--- config.mk ---
export PLATFORM = sky130hd
export DESIGN_NAME = alu_scheduler
export DESIGN_NICKNAME = d
export VERILOG_FILES = /design/src/rtl/alu_pkg.sv /design/src/rtl/rr_arbiter.sv /design/src/rtl/alu_scheduler.sv
export SDC_FILE = /design/constraint.sdc
export NUM_CORES = 1
export LEC_CHECK = 0
export CORE_UTILIZATION = 40
export DETAILED_ROUTE_END_ITERATION = 7
export GPL_TIMING_DRIVEN = 0
export PLACE_DENSITY = 0.8
export SLEW_MARGIN = 10
export SYNTH_ARGS = -nofsm -noshare
export SYNTH_HDL_FRONTEND = slang
export SYNTH_SLANG_ARGS = --single-unit
--- constraint.sdc ---
create_clock -name clk -period 4.75 [get_ports clk]
set_input_delay 1.1875 -clock clk [delete_from_list [all_inputs] [get_ports clk]]
set_output_delay 1.1875 -clock clk [all_outputs]
set_load 0.05 [all_outputs]
--- src/rtl/alu_pkg.sv ---
// alu_pkg: opcodes, scheduler states and flag bit positions shared by the ALU scheduler
package alu_pkg;
  localparam logic [3:0] OP_ADD = 4'b0000;
  localparam logic [3:0] OP_SUB = 4'b0001;
  localparam logic [3:0] OP_AND = 4'b0010;
  localparam logic [3:0] OP_OR = 4'b0011;
  localparam logic [3:0] OP_XOR = 4'b0100;
  localparam logic [3:0] OP_NOT = 4'b0101;
  localparam logic [3:0] OP_SHL = 4'b0110;
  localparam logic [3:0] OP_SHR = 4'b0111;
  localparam logic [3:0] OP_CMP = 4'b1000;
  localparam logic [3:0] OP_LAST = OP_CMP;
  localparam int FLAG_Z = 0;
  localparam int FLAG_N = 1;
  localparam int FLAG_V = 2;
  typedef enum logic [1:0] {IDLE, EXEC, RESP} state_t;
endpackage

--- src/rtl/rr_arbiter.sv ---
// rr_arbiter: combinational round-robin pick of the first request after ptr
module rr_arbiter #(
  parameter int N = 4,
  parameter int IW = $clog2(N)
) (
  input logic [N-1:0] req,
  input logic [IW-1:0] ptr,
  output logic [N-1:0] grant,
  output logic [IW-1:0] idx
);
  logic [IW-1:0] j;
  always_comb begin
    idx = '0;
    j = '0;
    // scan farthest-first so the nearest set bit after ptr wins
    for (int k = N; k >= 1; k--) begin
      j = IW'((int'(ptr) + k) % N);
      if (req[j]) idx = j;
    end
    grant = |req ? N'(1) << idx : '0;
  end
endmodule

--- src/rtl/alu_scheduler.sv ---
// alu_scheduler: round-robin sharing of one external ALU among NUM_REQ requesters,
// one operation in flight, results returned on a tagged valid/ready channel.
module alu_scheduler
  import alu_pkg::*;
#(
  parameter int NUM_REQ = 4,
  parameter int DATA_W = 8,
  parameter int OP_W = 4,
  parameter int ID_W = $clog2(NUM_REQ)
) (
  input logic clk,
  input logic rst,
  input logic [NUM_REQ-1:0] req_valid,
  output logic [NUM_REQ-1:0] req_ready,
  input logic [NUM_REQ*DATA_W-1:0] req_a,
  input logic [NUM_REQ*DATA_W-1:0] req_b,
  input logic [NUM_REQ*OP_W-1:0] req_op,
  output logic [DATA_W-1:0] alu_a,
  output logic [DATA_W-1:0] alu_b,
  output logic [OP_W-1:0] alu_opcode,
  input logic [DATA_W-1:0] alu_result,
  input logic alu_overflow,
  input logic alu_negative,
  input logic alu_zero,
  output logic resp_valid,
  input logic resp_ready,
  output logic [ID_W-1:0] resp_id,
  output logic [DATA_W-1:0] resp_result,
  output logic [2:0] resp_flags,
  output logic resp_err,
  output logic busy,
  output logic [15:0] ops_done
);
  state_t state, state_nx;
  logic [ID_W-1:0] ptr, idx;
  logic [NUM_REQ-1:0] grant;
  logic [OP_W-1:0] op_sel;
  logic legal, take;

  rr_arbiter #(.N(NUM_REQ), .IW(ID_W)) u_arb (
    .req(req_valid),
    .ptr(ptr),
    .grant(grant),
    .idx(idx)
  );

  assign op_sel = req_op[idx*OP_W +: OP_W];
  assign legal = op_sel <= OP_W'(OP_LAST);
  assign take = (state == IDLE) && |req_valid;
  assign req_ready = (state == IDLE) ? grant : '0;
  assign resp_valid = state == RESP;
  assign busy = state != IDLE;

  always_comb begin
    state_nx = state;
    state_nx = (state == IDLE) ? (take ? (legal ? EXEC : RESP) : IDLE) :
               (state == EXEC) ? RESP :
               (resp_ready ? IDLE : RESP);
  end

  always_ff @(posedge clk or posedge rst)
    if (rst) state <= IDLE;
    else state <= state_nx;

  // illegal opcodes skip the ALU and answer with a zeroed error response
  always_ff @(posedge clk or posedge rst)
    if (rst) begin
      ptr <= ID_W'(NUM_REQ - 1);
      alu_a <= '0;
      alu_b <= '0;
      alu_opcode <= '0;
      resp_id <= '0;
      resp_result <= '0;
      resp_flags <= '0;
      resp_err <= 1'b0;
      ops_done <= '0;
    end else begin
      if (take) begin
        alu_a <= req_a[idx*DATA_W +: DATA_W];
        alu_b <= req_b[idx*DATA_W +: DATA_W];
        alu_opcode <= op_sel;
        resp_id <= idx;
        ptr <= idx;
        if (!legal) begin
          resp_err <= 1'b1;
          resp_result <= '0;
          resp_flags <= '0;
        end
      end
      if (state == EXEC) begin
        resp_result <= alu_result;
        resp_flags[FLAG_V] <= alu_overflow;
        resp_flags[FLAG_N] <= alu_negative;
        resp_flags[FLAG_Z] <= alu_zero;
        resp_err <= 1'b0;
      end
      if (resp_valid && resp_ready) ops_done <= ops_done + 16'd1;
    end
endmodule

==> results.md, run 1 <==
- Crit Path Max Fanout: 10
- Cell breakdown of the critical path: clkdlybuf4s50_1, or2b_1, a311oi_4, buf_6, buf_12, buf_6, nand2_1, nor2_1, clkdlybuf4s15_2
- DRC: 0
- Hold Slack: 0.483 ns
- XOR/XNOR Fraction of Synth Area: 0.0430
- Final setup vio count: 0
- Min-delay worst type: reg2reg
- Hpwl dp: 7090 µm
- Seq/Total Area, Yosys: 0.443
- Main flop type after synthesis: dfrtp_1
- Clock slew at reported path FFs: 0.10 ns
- Via Count: 3021
- Cell Area, Placed: 4730 µm²
- Placed Instances: 574
- GRT Total Usage: 0.226
- GR Overflow Total: 0
- Min cycle time layout: 4.62 ns
- Inserted Clock Buffers: 5
- Post-DR wirelength/cell: 15.2 µm
- Routed WL: 8870 µm
- Full die area: 8000 µm²
- Die Ht: 89.4 µm
- Largest net degree at the start of global routing: 39
- Design Area, Final: 4850 µm²
- Largest area contributor in the netlist: dfrtp_1
- RSZ-0062 raised after global routing: false
- Main combinational cell family by area after synthesis: simple AND/OR/NAND/NOR gates
- Final core occ: 0.661
- Final Non-Filler Cells: 583
- Max-slew violation count: 0
- Synth Instances: 321
- Worst-Skew Late Latency: 0.31 ns
- Fin nets: 582
- Mux cell area share after synthesis: 0.0176
- Async SR Flop Fraction: 1.00
- Most numerous cell in the Yosys netlist: nand2_1
- Largest delay share family, worst path: buffers and inverters
- CTS root buf: clkbuf_8
- Req. time, crit path: 3.56 ns
- Global-route wire length before repair: 13800 µm
- Syn Area/Cell: 9.52 µm²
- Port bufs: 153
- Slowest-stage cell, CP: clkdlybuf4s50_1
- Final hold violations: 0
- Top-area cell type share of the netlist area: 0.426
- Synth area leaders: dfrtp_1, a211oi_1, nor2b_1
- Vias in the first global route: 2967
- Clock buffer depth: 2
- Rows: 31
- Max VDD drop: 0.263 mV
- Slowest stage delay, CP: 0.52 ns
- Initial Utilization: 0.417
- DR pass1 iterations: 4
- # Max-Cap Violations: 0
- Worst-Margin Slew: 0.730 ns
- Status: completed
- DRT iter0 DRCs: 92
- Syn Nets: 420
- Antenna Nets Post-Route: 0
- Most used cell, CP: buf_6
- Leakage power: 0.00193 µW
- Area delta synth->final: 58.6%
- Setup TNS: 0 ns
- Cell variety after synth: 44
- Synth Cell Area: 3060 µm²
- Hold_buf cts: 0
- Slew headroom: 0.509
- # clock sinks: 54
- Startpoint Class: input pin
- Core area: 7330 µm²
- Pwr dens: 652 nW/µm²
- Placer congestion estimate: 0.849
- Area share of fa/ha/maj cells after synthesis: 0.00409
- WS Path Type: in2out
- Crit end category: output port
- CTS H-tree lvls: 2
- WP data arrival: 3.44 ns
- Number of synthesized flops with an enable pin: 0
- Period utilization: 0.973
- Post-synth top cells: nand2_1, dfrtp_1, nor2b_1, a211oi_1, o31ai_1
- Synth Register Bits: 54
- CTS tree: done
- Die Width: 89.4 µm
- Fmax: 216 MHz
- Drt via density: 5.18
- Simple-gate area share of the yosys netlist: 0.223
- Io pins: 154
- Synth Area in Compound Gates: 0.210
- Share of cells above drive strength 1: 0.0826
- CP Buf/Inv Count: 5
- Clock skew: 0.00655 ns
- YS warnings: 0
- Initial antenna violation count: 0
- Diode count: 0
==> metal layers <==
| layer | part of all wire | global-route usage | vias to the layer above |
|---|---|---|---|
| met5 | 0 | 0 | - |
| met4 | 0.020 | 0.0592 | 0 |
| met3 | 0.079 | 0.0674 | 18 |
| met2 | 0.49 | 0.409 | 129 |
| met1 | 0.41 | 0.261 | 1411 |
| li1 | - | - | 1463 |
==> power breakdown <==
group | internal, µW | switching, µW
sequential | 656 | 133
clock | 157 | 153
combinational | 746 | 1320
==> stage by stage <==
| stage | setup WS (ns) | power (µW) |
|---|---|---|
| global placement | -0.425 | 2830 |
| floorplan | 0.275 | 2170 |
| global route | 0.00377 | 3360 |
| detailed placement | -0.464 | 2870 |
| finish | 0.127 | 3160 |
| CTS | 0.00311 | 3190 |
==> registers in the layout (all words and copies together), names as in the netlist <==
| signal | count |
|---|---|
| resp_id | 2 |
| resp_flags | 3 |
| ptr | 2 |
| alu_a | 8 |
| resp_result | 8 |
| alu_opcode | 4 |
| state | 2 |
| resp_err | 1 |
| ops_done | 16 |
| alu_b | 8 |
==> cells by family (layout without fill, tap and decap cells) <==
logic type | Yosys count | in the layout
AND/OR/NAND/NOR | 133 | 133
multiplexers | 5 | 5
adder cells (fa/ha/maj) | 1 | 1
AO/OA/AOI/OAI | 86 | 86
buffers and inverters | 27 | 190
XOR/XNOR | 15 | 15
flip-flops | 54 | 54
==> placed cells by master, fill, tap and decap left out, types with 4 or more instances in the layout <==
| cell | instances |
|---|---|
| nor2b_1 | 42 |
| xnor2_1 | 12 |
| nand2_1 | 53 |
| a21oi_1 | 4 |
| clkbuf_8 | 5 |
| a211oi_1 | 39 |
| buf_2 | 4 |
| clkbuf_1 | 9 |
| clkdlybuf4s50_1 | 149 |
| nand4_1 | 5 |
| dfrtp_1 | 52 |
| nor3_1 | 4 |
| o21ai_1 | 9 |
| nand3_1 | 4 |
| o31ai_1 | 25 |
| nor2_1 | 10 |
| buf_6 | 6 |
==> final timing paths <==
| kind | cells after the start | end | startpoint | slack (ns) |
|---|---|---|---|---|
| min | 1 | ops_done[15] | ops_done[15] | 0.48 |
| max | 9 | req_ready[2] | req_valid[3] | 0.13 |
| min reg2reg | 1 | ops_done[15] | ops_done[15] | 0.48 |
| min in group asynchronous | 2 | ops_done[15] | rst | 1.17 |
| max reg2reg | 7 | alu_opcode[0] | ptr[0] | 2.59 |
| max in group asynchronous | 3 | ptr[0] | rst | 2.99 |
==> layout make-up <==
type | instances | area (µm²)
Clock buffer | 5 | 68.8
Multi-Input combinational cell | 240 | 1520
Timing Repair Buffer | 155 | 1550
Fill cell | 592 | 2480
Buffer | 23 | 169
Clock inverter | 3 | 45.0
Inverter | 4 | 15.0
Tap cell | 99 | 124
Sequential cell | 54 | 1350
==> what timing repair did <==
action | CTS | global route
resized for setup | 10 | 5
setup buffers | 1 | 0
pin swaps | 1 | 0
setup endpoints to repair | 4 | 2
Power figures use the tool's default switching activity.
==> run 2, diff against run 1 <==
- CORE_MARGIN: default -> 1.5
- CTS_BUF_LIST: default -> sky130_fd_sc_hd__clkbuf_4 sky130_fd_sc_hd__clkbuf_8 sky130_fd_sc_hd__clkbuf_16
- GPL_ROUTABILITY_DRIVEN: default -> 0
==> results.md, run 2 (same netlist as run 1, synthesis figures left out) <==
- Period utilization: 0.971 (was 0.973)
- Clock skew: 0.00588 ns (was 0.00655 ns)
- DRT iter0 DRCs: 93 (was 92)
- Worst-Margin Slew: 0.592 ns (was 0.730 ns)
- Initial antenna violation count: 0 (unchanged)
- Max-slew violation count: 0 (unchanged)
- Fillers: 614 (was 592)
- WS Path Type: in2out (unchanged)
- DR pass1 iterations: 4 (unchanged)
- Design Area, Final: 4840 µm² (was 4850 µm²)
- Max VDD drop: 0.288 mV (was 0.263 mV)
- R2R depth: 7 (unchanged)
- Routed WL: 8920 µm (was 8870 µm)
- Crit Path Max Fanout: 10 (unchanged)
- GR Overflow Total: 0 (unchanged)
- Crit end category: output port (unchanged)
- Rows: 31 (unchanged)
- Final core occ: 0.661 (about the same)
- Hold Slack: 0.482 ns (was 0.483 ns)
- Die Width: 90.4 µm (was 89.4 µm)
- Core area: 7330 µm² (unchanged)
- Max reg flops: 16 (unchanged)
- Cell Area, Placed: 4730 µm² (unchanged)
- DRC: 0 (unchanged)
- Die Ht: 90.4 µm (was 89.4 µm)
- CTS root buf: clkbuf_8 (unchanged)
- CTS tree: done (unchanged)
- Largest net degree at the start of global routing: 40 (was 39)
- Final Power: 3160 µW (about the same)
- Combinational Power Share: 0.654 (was 0.652)
- Hold path cells: 1 (unchanged)
- Share of cells above drive strength 1: 0.0825 (was 0.0826)
- Port bufs: 153 (unchanged)
- Clock share of power: 0.096 (was 0.098)
- Hpwl dp: 7080 µm (was 7090 µm)
- Initial Utilization: 0.417 (unchanged)
- Most flop-heavy register: ops_done (unchanged)
- Status: completed (unchanged)
- Leakage power: 0.00194 µW (was 0.00193 µW)
- GRT Total Usage: 0.227 (was 0.226)
- Most common cell after layout, fill and taps aside: clkdlybuf4s50_1 (unchanged)
- RSZ-0062 raised after global routing: false (unchanged)
- Inserted Clock Buffers: 5 (unchanged)
- Internal power: 1560 µW (about the same)
- Io pins: 154 (unchanged)
- Full die area: 8170 µm² (was 8000 µm²)
- Fmax: 217 MHz (was 216 MHz)
- Antenna Nets Post-Route: 0 (unchanged)
- Final setup vio count: 0 (unchanged)
- WP data arrival: 3.43 ns (was 3.44 ns)
- Drt via density: 5.10 (was 5.18)
- Clock slew at reported path FFs: 0.09 ns (was 0.10 ns)
- CTS H-tree lvls: 2 (unchanged)
- Switching power: 1600 µW (about the same)
- Req. time, crit path: 3.56 ns (about the same)
- Most frequent cells in the layout: clkdlybuf4s50_1, nand2_1, dfrtp_1 (unchanged)
- Vias in the first global route: 3076 (was 2967)
- Min-delay worst type: reg2reg (unchanged)
- Startpoint Class: input pin (unchanged)
- Worst-Skew Late Latency: 0.30 ns (was 0.31 ns)
- Post-DR wirelength/cell: 15.3 µm (was 15.2 µm)
- Seq pwr share: 0.250 (about the same)
- Via Count: 2976 (was 3021)
- Switching Share: 0.507 (about the same)
- Global-route wire length before repair: 14900 µm (was 13800 µm)
- Fin nets: 583 (was 582)
- # clock sinks: 54 (unchanged)
- Area delta synth->final: 58.4% (was 58.6%)
- Pwr dens: 653 nW/µm² (was 652 nW/µm²)
- Final hold violations: 0 (unchanged)
- Min cycle time layout: 4.61 ns (was 4.62 ns)
- # Max-Cap Violations: 0 (unchanged)
- Diode count: 0 (unchanged)
- Clock buffer depth: 2 (unchanged)
- Slew headroom: 0.602 (was 0.509)
[run 2: power by group through the flow]
stage	registers, µW	clock network, µW	logic [µW]
2_1_floorplan	1350	0	818
5_1_grt	818	330	2210
4_1_cts	791	310	2070
3_3_place_gp	791	0	2040
3_5_place_dp	799	0	2070
6_report	791	304	2070
[run 2: repair_timing]
action,CTS,global route
setup endpoints to repair,4,4
resized for setup,15,4
setup buffers,0,2
hold buffers,0,0
pin swaps,0,1
[run 2: through the flow]
| stage | setup TNS [ns] | instances | worst slack, ns |
|---|---|---|---|
| after floorplan | 0 | 321 | 0.275 |
| after global placement | -1.40 | 573 | -0.419 |
| after detailed placement | -1.51 | 574 | -0.460 |
| after CTS | 0 | 582 | 0.0353 |
| after global routing | 0 | 584 | 0.0371 |
| final | 0 | 584 | 0.136 |
[run 2: worst max-delay path, cell delays in order]
cell	delay (ns)
clkdlybuf4s50_1	0.52
or2b_1	0.29
a311oi_4	0.37
buf_6	0.21
buf_12	0.15
buf_6	0.15
nand2_1	0.14
nor2_1	0.13
buf_2	0.28
[run 2: cell type report]
| cell class | instances | area [µm²] | share of cell area |
|---|---|---|---|
| clock buffer | 5 | 68.8 | 0.0142 |
| tap | 99 | 124 | 0.0256 |
| multi-input combinational | 240 | 1520 | 0.314 |
| sequential | 54 | 1350 | 0.280 |
| inverter | 4 | 15.0 | 0.00310 |
| clock inverter | 3 | 40.0 | 0.00827 |
| buffer | 23 | 168 | 0.0346 |
| timing repair buffer | 156 | 1550 | 0.321 |
[run 2: worst paths after layout]
| check | from | to | slack (ns) |
|---|---|---|---|
| min in group asynchronous | rst | resp_flags[1] | 1.17 |
| max reg2reg | ptr[0] | alu_opcode[1] | 2.49 |
| min | ops_done[15] | ops_done[15] | 0.48 |
| max in group asynchronous | rst | ptr[0] | 3.00 |
| max | req_valid[3] | req_ready[3] | 0.14 |
| min reg2reg | ops_done[15] | ops_done[15] | 0.48 |
[run 2: metal layers]
layer,track usage,vias up,part of all wire,routed length [µm]
met1,0.277,1381,0.42,3750
met2,0.396,120,0.50,4410
met5,0,-,0,0
li1,-,1464,-,-
met3,0.0589,11,0.070,624
met4,0.0595,0,0.014,129
==> run 3, diff against run 2 <==
- PLACE_DENSITY: 0.8 -> default
- PLACE_DENSITY_LB_ADDON: default -> 0.1
==> results.md, run 3 (same netlist as run 1, synthesis figures left out) <==
- Clock skew: 0.00563 ns (was 0.00588 ns)
- DRT iter0 DRCs: 53 (was 93)
- Hold Slack: 0.475 ns (was 0.482 ns)
- Req. time, crit path: 3.56 ns (about the same)
- Switching Share: 0.516 (was 0.507)
- CTS tree: done (unchanged)
- Switching power: 1590 µW (was 1600 µW)
- Final hold violations: 0 (unchanged)
- WP data arrival: 3.42 ns (was 3.43 ns)
- Core area: 7330 µm² (unchanged)
- Crit end category: output port (unchanged)
- Combinational Power Share: 0.662 (was 0.654)
- Status: completed (unchanged)
- DRC: 0 (unchanged)
- Clock buffer depth: 2 (unchanged)
- RSZ-0062 raised after global routing: false (unchanged)
- Post-DR wirelength/cell: 14.7 µm (was 15.3 µm)
- Worst-Skew Late Latency: 0.31 ns (was 0.30 ns)
- Rows: 31 (unchanged)
- Final setup vio count: 0 (unchanged)
- Setup TNS: 0 ns (unchanged)
- Slew headroom: 0.591 (was 0.602)
- Area delta synth->final: 57.3% (was 58.4%)
- Final core occ: 0.656 (was 0.661)
- Antenna Nets Post-Route: 0 (unchanged)
- Max-slew violation count: 0 (unchanged)
- Drt via density: 5.10 (about the same)
- Slowest-stage cell, CP: clkdlybuf4s50_1 (unchanged)
- GRT Total Usage: 0.214 (was 0.227)
- Vias in the first global route: 2993 (was 3076)
- R2R Setup Slk: 2.63 ns (was 2.49 ns)
- # Max-Cap Violations: 0 (unchanged)
- CTS root buf: clkbuf_8 (unchanged)
- Io pins: 154 (unchanged)
- Crit Path Max Fanout: 10 (unchanged)
- Slowest stage delay, CP: 0.52 ns (about the same)
- Startpoint Class: input pin (unchanged)
- WS Path Type: in2out (unchanged)
- DR pass1 iterations: 4 (unchanged)
- Inserted Clock Buffers: 5 (unchanged)
- Cell breakdown of the critical path: clkdlybuf4s50_1, or2b_1, a311oi_4, buf_6, buf_12, buf_6, nand2_1, nor2_1, buf_2 (unchanged)
- Leakage power: 0.00192 µW (was 0.00194 µW)
- Seq pwr share: 0.254 (was 0.250)
- Most common cell after layout, fill and taps aside: clkdlybuf4s50_1 (unchanged)
- Clock share of power: 0.084 (was 0.096)
- Diode count: 0 (unchanged)
- Hold_buf cts: 0 (unchanged)
- Min-delay worst type: reg2reg (unchanged)
- Min cycle time layout: 4.61 ns (about the same)
- Routed WL: 8580 µm (was 8920 µm)
- # clock sinks: 54 (unchanged)
- Hpwl dp: 6680 µm (was 7080 µm)
- # Post-CTS Setup Buffers: 0 (unchanged)
- Via Count: 2966 (was 2976)
- Full die area: 8170 µm² (unchanged)
- Most frequent cells in the layout: clkdlybuf4s50_1, nand2_1, dfrtp_1 (unchanged)
- Fmax: 217 MHz (about the same)
- Share of cells above drive strength 1: 0.0787 (was 0.0825)
- CTS H-tree lvls: 2 (unchanged)
- Fillers: 607 (was 614)
- Max VDD drop: 0.369 mV (was 0.288 mV)
- Fin nets: 581 (was 583)
- Worst-Margin Slew: 0.608 ns (was 0.592 ns)
- Period utilization: 0.971 (about the same)
- Initial Utilization: 0.417 (unchanged)
- Clock slew at reported path FFs: 0.09 ns (about the same)
- Initial antenna violation count: 0 (unchanged)
- Port bufs: 153 (unchanged)
- Die Ht: 90.4 µm (unchanged)
- Internal power: 1500 µW (was 1560 µW)
- Largest net degree at the start of global routing: 31 (was 40)
- Max reg flops: 16 (unchanged)
- Most flop-heavy register: ops_done (unchanged)
- Global-route wire length before repair: 14200 µm (was 14900 µm)
- GR Overflow Total: 0 (unchanged)
- Pwr dens: 643 nW/µm² (was 653 nW/µm²)
- Die Width: 90.4 µm (unchanged)
- Most used cell, CP: buf_6 (unchanged)
## run 3: cell types whose count changed in the layout (fill, tap and decap cells not counted), sizes merged
| cell | previous run | this run |
|---|---|---|
| buf | 19 | 17 |
| bufinv | 1 | 0 |
| clkinvlp | 0 | 1 |
## run 3: final timing paths
check | start | to | cells past startpoint
max in group asynchronous | rst | ptr[1] | 3
max | req_valid[3] | req_ready[3] | 9
max reg2reg | ptr[0] | alu_a[3] | 6
min | ops_done[15] | ops_done[15] | 1
min in group asynchronous | rst | ops_done[11] | 2
min reg2reg | ops_done[15] | ops_done[15] | 1
## run 3: layout make-up
| cell class | instances | area [µm²] | share of cell area |
|---|---|---|---|
| plain buffers | 23 | 168 | 0.0349 |
| clock buffers | 5 | 68.8 | 0.0143 |
| clock inverters | 3 | 21.3 | 0.00442 |
| inverters | 4 | 15.0 | 0.00312 |
| multi-input cells | 240 | 1520 | 0.316 |
| flip-flops and latches | 54 | 1350 | 0.282 |
| well taps | 99 | 124 | 0.0258 |
| repair buffers | 154 | 1540 | 0.320 |
## run 3: layer usage
layer / track usage / up-vias / part of all wire
met5: 0 / - / 0
met4: 0.0516 / 0 / 0.015
met3: 0.0530 / 10 / 0.066
met2: 0.376 / 102 / 0.48
met1: 0.263 / 1392 / 0.44
li1: - / 1462 / -
## run 3: through the flow
stage / power, µW / instance area, µm² / cells / setup WS (ns)
2_1_floorplan: 2170 / 3060 / 321 / 0.275
3_3_place_gp: 2830 / 4710 / 573 / -0.379
3_5_place_dp: 2860 / 4730 / 574 / -0.380
4_1_cts: 3120 / 4820 / 582 / 0.0447
5_1_grt: 3280 / 4810 / 582 / 0.0359
6_report: 3090 / 4810 / 582 / 0.138
## run 3: what timing repair did
action,4_1_cts,5_1_grt
pin swaps,0,0
endpoints found under the setup margin,4,4
endpoints found under the hold margin,0,0
gates resized for setup,11,8
## run 3: critical path, delay by kind of cell
family          cells  cell delay (ns)
buf+inv             5             1.29
compound gates      1             0.40
simple gates        3             0.53
## run 3: power groups by stage
stage / Combinational (µW) / Sequential (µW) / Clock (µW)
5_1_grt: 2180 / 813 / 283
3_3_place_gp: 2050 / 787 / 0
3_5_place_dp: 2070 / 794 / 0
4_1_cts: 2070 / 787 / 266
2_1_floorplan: 818 / 1350 / 0
6_report: 2050 / 784 / 259
==> patch, RTL diff (flow settings as in run 3) <==
`NUM_REQ`: 4 -> 16.
--- a/src/rtl/alu_scheduler.sv
+++ b/src/rtl/alu_scheduler.sv
@@ -3,7 +3,7 @@
 module alu_scheduler
   import alu_pkg::*;
 #(
-  parameter int NUM_REQ = 4,
+  parameter int NUM_REQ = 16,
   parameter int DATA_W = 8,
   parameter int OP_W = 4,
   parameter int ID_W = $clog2(NUM_REQ)
Ports: changed (6 resized); port bits go from 154 to 420. No check against the original RTL was run, so the function may have changed too.
==> patch against run 3 <==
  * The run now ends with setup timing left
  * Hold slack gained 0.0014 ns
  * Cell area grew to 3.4 times the old value
  * Setup slack lost 1.4 ns
  * Area after synthesis grew to 2.7 times the old value
  * Routed wire length grew to 5.4 times the old value
  * Sequential cell count grew 4
  * Via count grew to 4.0 times the old value
Power is not shown: default switching activity piles up to over one toggle a cycle in this logic, so the estimate is an artifact.
==> patch: results (changes against run 3) <==
\begin{tabular}{lr}
\hline
Metric & Value \\
\hline
\multicolumn{2}{l}{\textbf{Run status}} \\
\quad Result of the run & complete, but fails checks \\
\quad Violations in the final reports & setup timing \\
\multicolumn{2}{l}{\textbf{Place}} \\
\quad Number of instances in the placed design & 1757 (+210\%) \\
\quad Placed wire-length estimate after detailed placement & 33300 um (+400\%) \\
\quad Count of port buffers added during placement & 415 (+170\%) \\
\multicolumn{2}{l}{\textbf{Route}} \\
\quad First-pass DRT Iterations & 6 (+2) \\
\quad Average wire per standard cell & 24.4 um (+65\%) \\
\quad Total number of vias & 11967 (+300\%) \\
\multicolumn{2}{l}{\textbf{Clocking}} \\
\quad Clk\_lat worst skew & 0.33 ns (+0.02 ns) \\
\quad Worst-path clk slew & 0.06 ns (-0.03 ns) \\
\quad Number of H-tree levels & 3 (+1) \\
\quad TritonCTS Sinks & 58 (+7.4\%) \\
\multicolumn{2}{l}{\textbf{Worst setup path}} \\
\quad Largest stage delay on the critical path & 0.62 ns (+0.10 ns) \\
\quad Beginning of the critical path & ptr[1] \\
\quad Worst endpoint data arrival time & 4.79 ns (+1.37 ns) \\
\quad Worst reg2reg setup slack & -0.64 ns (-3.27 ns) \\
\quad Worst-path fanout max & 6 (-4) \\
\quad Crit path to & req\_ready[8] \\
\quad Critical Path Slowest Stage Cell & sky130\_fd\_sc\_hd\_\_mux4\_2 \\
\multicolumn{2}{l}{\textbf{Yosys}} \\
\quad Post-synth top cells & 255 x sky130\_fd\_sc\_hd\_\_nand2\_1, 107 x sky130\_fd\_sc\_hd\_\_mux2i\_1, 61 x sky130\_fd\_sc\_hd\_\_nor2\_1, 54 x sky130\_fd\_sc\_hd\_\_dfrtp\_1, 51 x sky130\_fd\_sc\_hd\_\_a31oi\_1 \\
\quad Number of nets produced by synthesis & 1430 (+240\%) \\
\quad Sequential element share of the synthesized area & 17.5\% (-27 points) \\
\quad Complex-gate fraction of the synthesized area & 22.6\% (+1.6 points) \\
\quad Synthesized netlist cell count & 1072 (+230\%) \\
\quad Synthesized-area fraction occupied by adder cells & 1.21\% (+0.80 points) \\
\multicolumn{2}{l}{\textbf{STA}} \\
\quad Number of failing setup endpoints in the final timing report & 50 (+50) \\
\quad Final worst setup slack & -1.23 ns (-1.36 ns) \\
\quad Final clock skew & 0.00833 ns (+0.00270 ns) \\
\multicolumn{2}{l}{\textbf{Global routing}} \\
\quad Pin count of the biggest net entering global routing & 59 (+90\%) \\
\quad Total Routing Usage GR & 40.0\% (+19 points) \\
\multicolumn{2}{l}{\textbf{Finish}} \\
\quad Clock-cell share & 2.11\% (+0.24 points) \\
\quad Multi-input comb cells & 887 (+270\%) \\
\quad Number of diodes & 3 (+3) \\
\quad Multi-input gate share of the layout cell area & 46.0\% (+14 points) \\
\quad Area of all sequential standard cells & 1460 sq um (+7.6\%) \\
\hline
\end{tabular}
-- patch: changes by cell type after synthesis, moves of 31 or more --
cell	delta
sky130_fd_sc_hd__and3_1	+38
sky130_fd_sc_hd__a32oi_1	+35
sky130_fd_sc_hd__mux4_2	+31
sky130_fd_sc_hd__mux2i_1	+105
sky130_fd_sc_hd__nand2_1	+202
sky130_fd_sc_hd__buf_2	+33
sky130_fd_sc_hd__nor2_1	+51
sky130_fd_sc_hd__a31oi_1	+51
-- patch: metrics by stage --
stage / setup TNS [ns] / hold slack [ns] / instance area [sq um] / utilization (%)
final: -34.02 / 0.477 / 16200 / 79.6
after global routing: -37.44 / 0.496 / 16200 / 79.6
after CTS: -32.26 / 0.476 / 15200 / 75.0
after detailed placement: -78.16 / 0.469 / 13200 / 65.2
after global placement: -72.53 / 0.459 / 13200 / 65.2
after floorplan: -11.41 / 0.578 / 8750 / -
-- patch: cell families (layout without fill, tap and decap cells) --
kind of cell,after synthesis,count (layout)
xor gates and xnor gates,29,29
muxes,160,160
adders and majority gates,8,8
DFF,58,58
buffers and inverters,127,680
AOI/OAI and AO/OA,254,254
other,0,3
and+or+nand+nor,436,436
-- patch: layer usage --
layer / up-vias / share of wire [%] / GRT usage [%]
li1: 5105 / - / -
met1: 5689 / 36 / 50.8
met2: 930 / 47 / 65.8
met3: 243 / 11 / 8.45
met4: 0 / 5.6 / 17.3
met5: - / 0 / 0
-- patch: critical path: cells and delay by family (launching register included) --
family          cells  cell delay (ns)
fa+ha+maj           1             0.30
flops               1             0.58
compound gates      2             0.19
mux                 2             1.20
simple gates        5             0.91
buf+inv            10             1.26
-- patch: timing repair --
item	CTS	global route
setup buffers	73	50
resized for setup	367	130
pin swaps	56	48
cloned	6	4
endpoints found under the setup margin	55	50
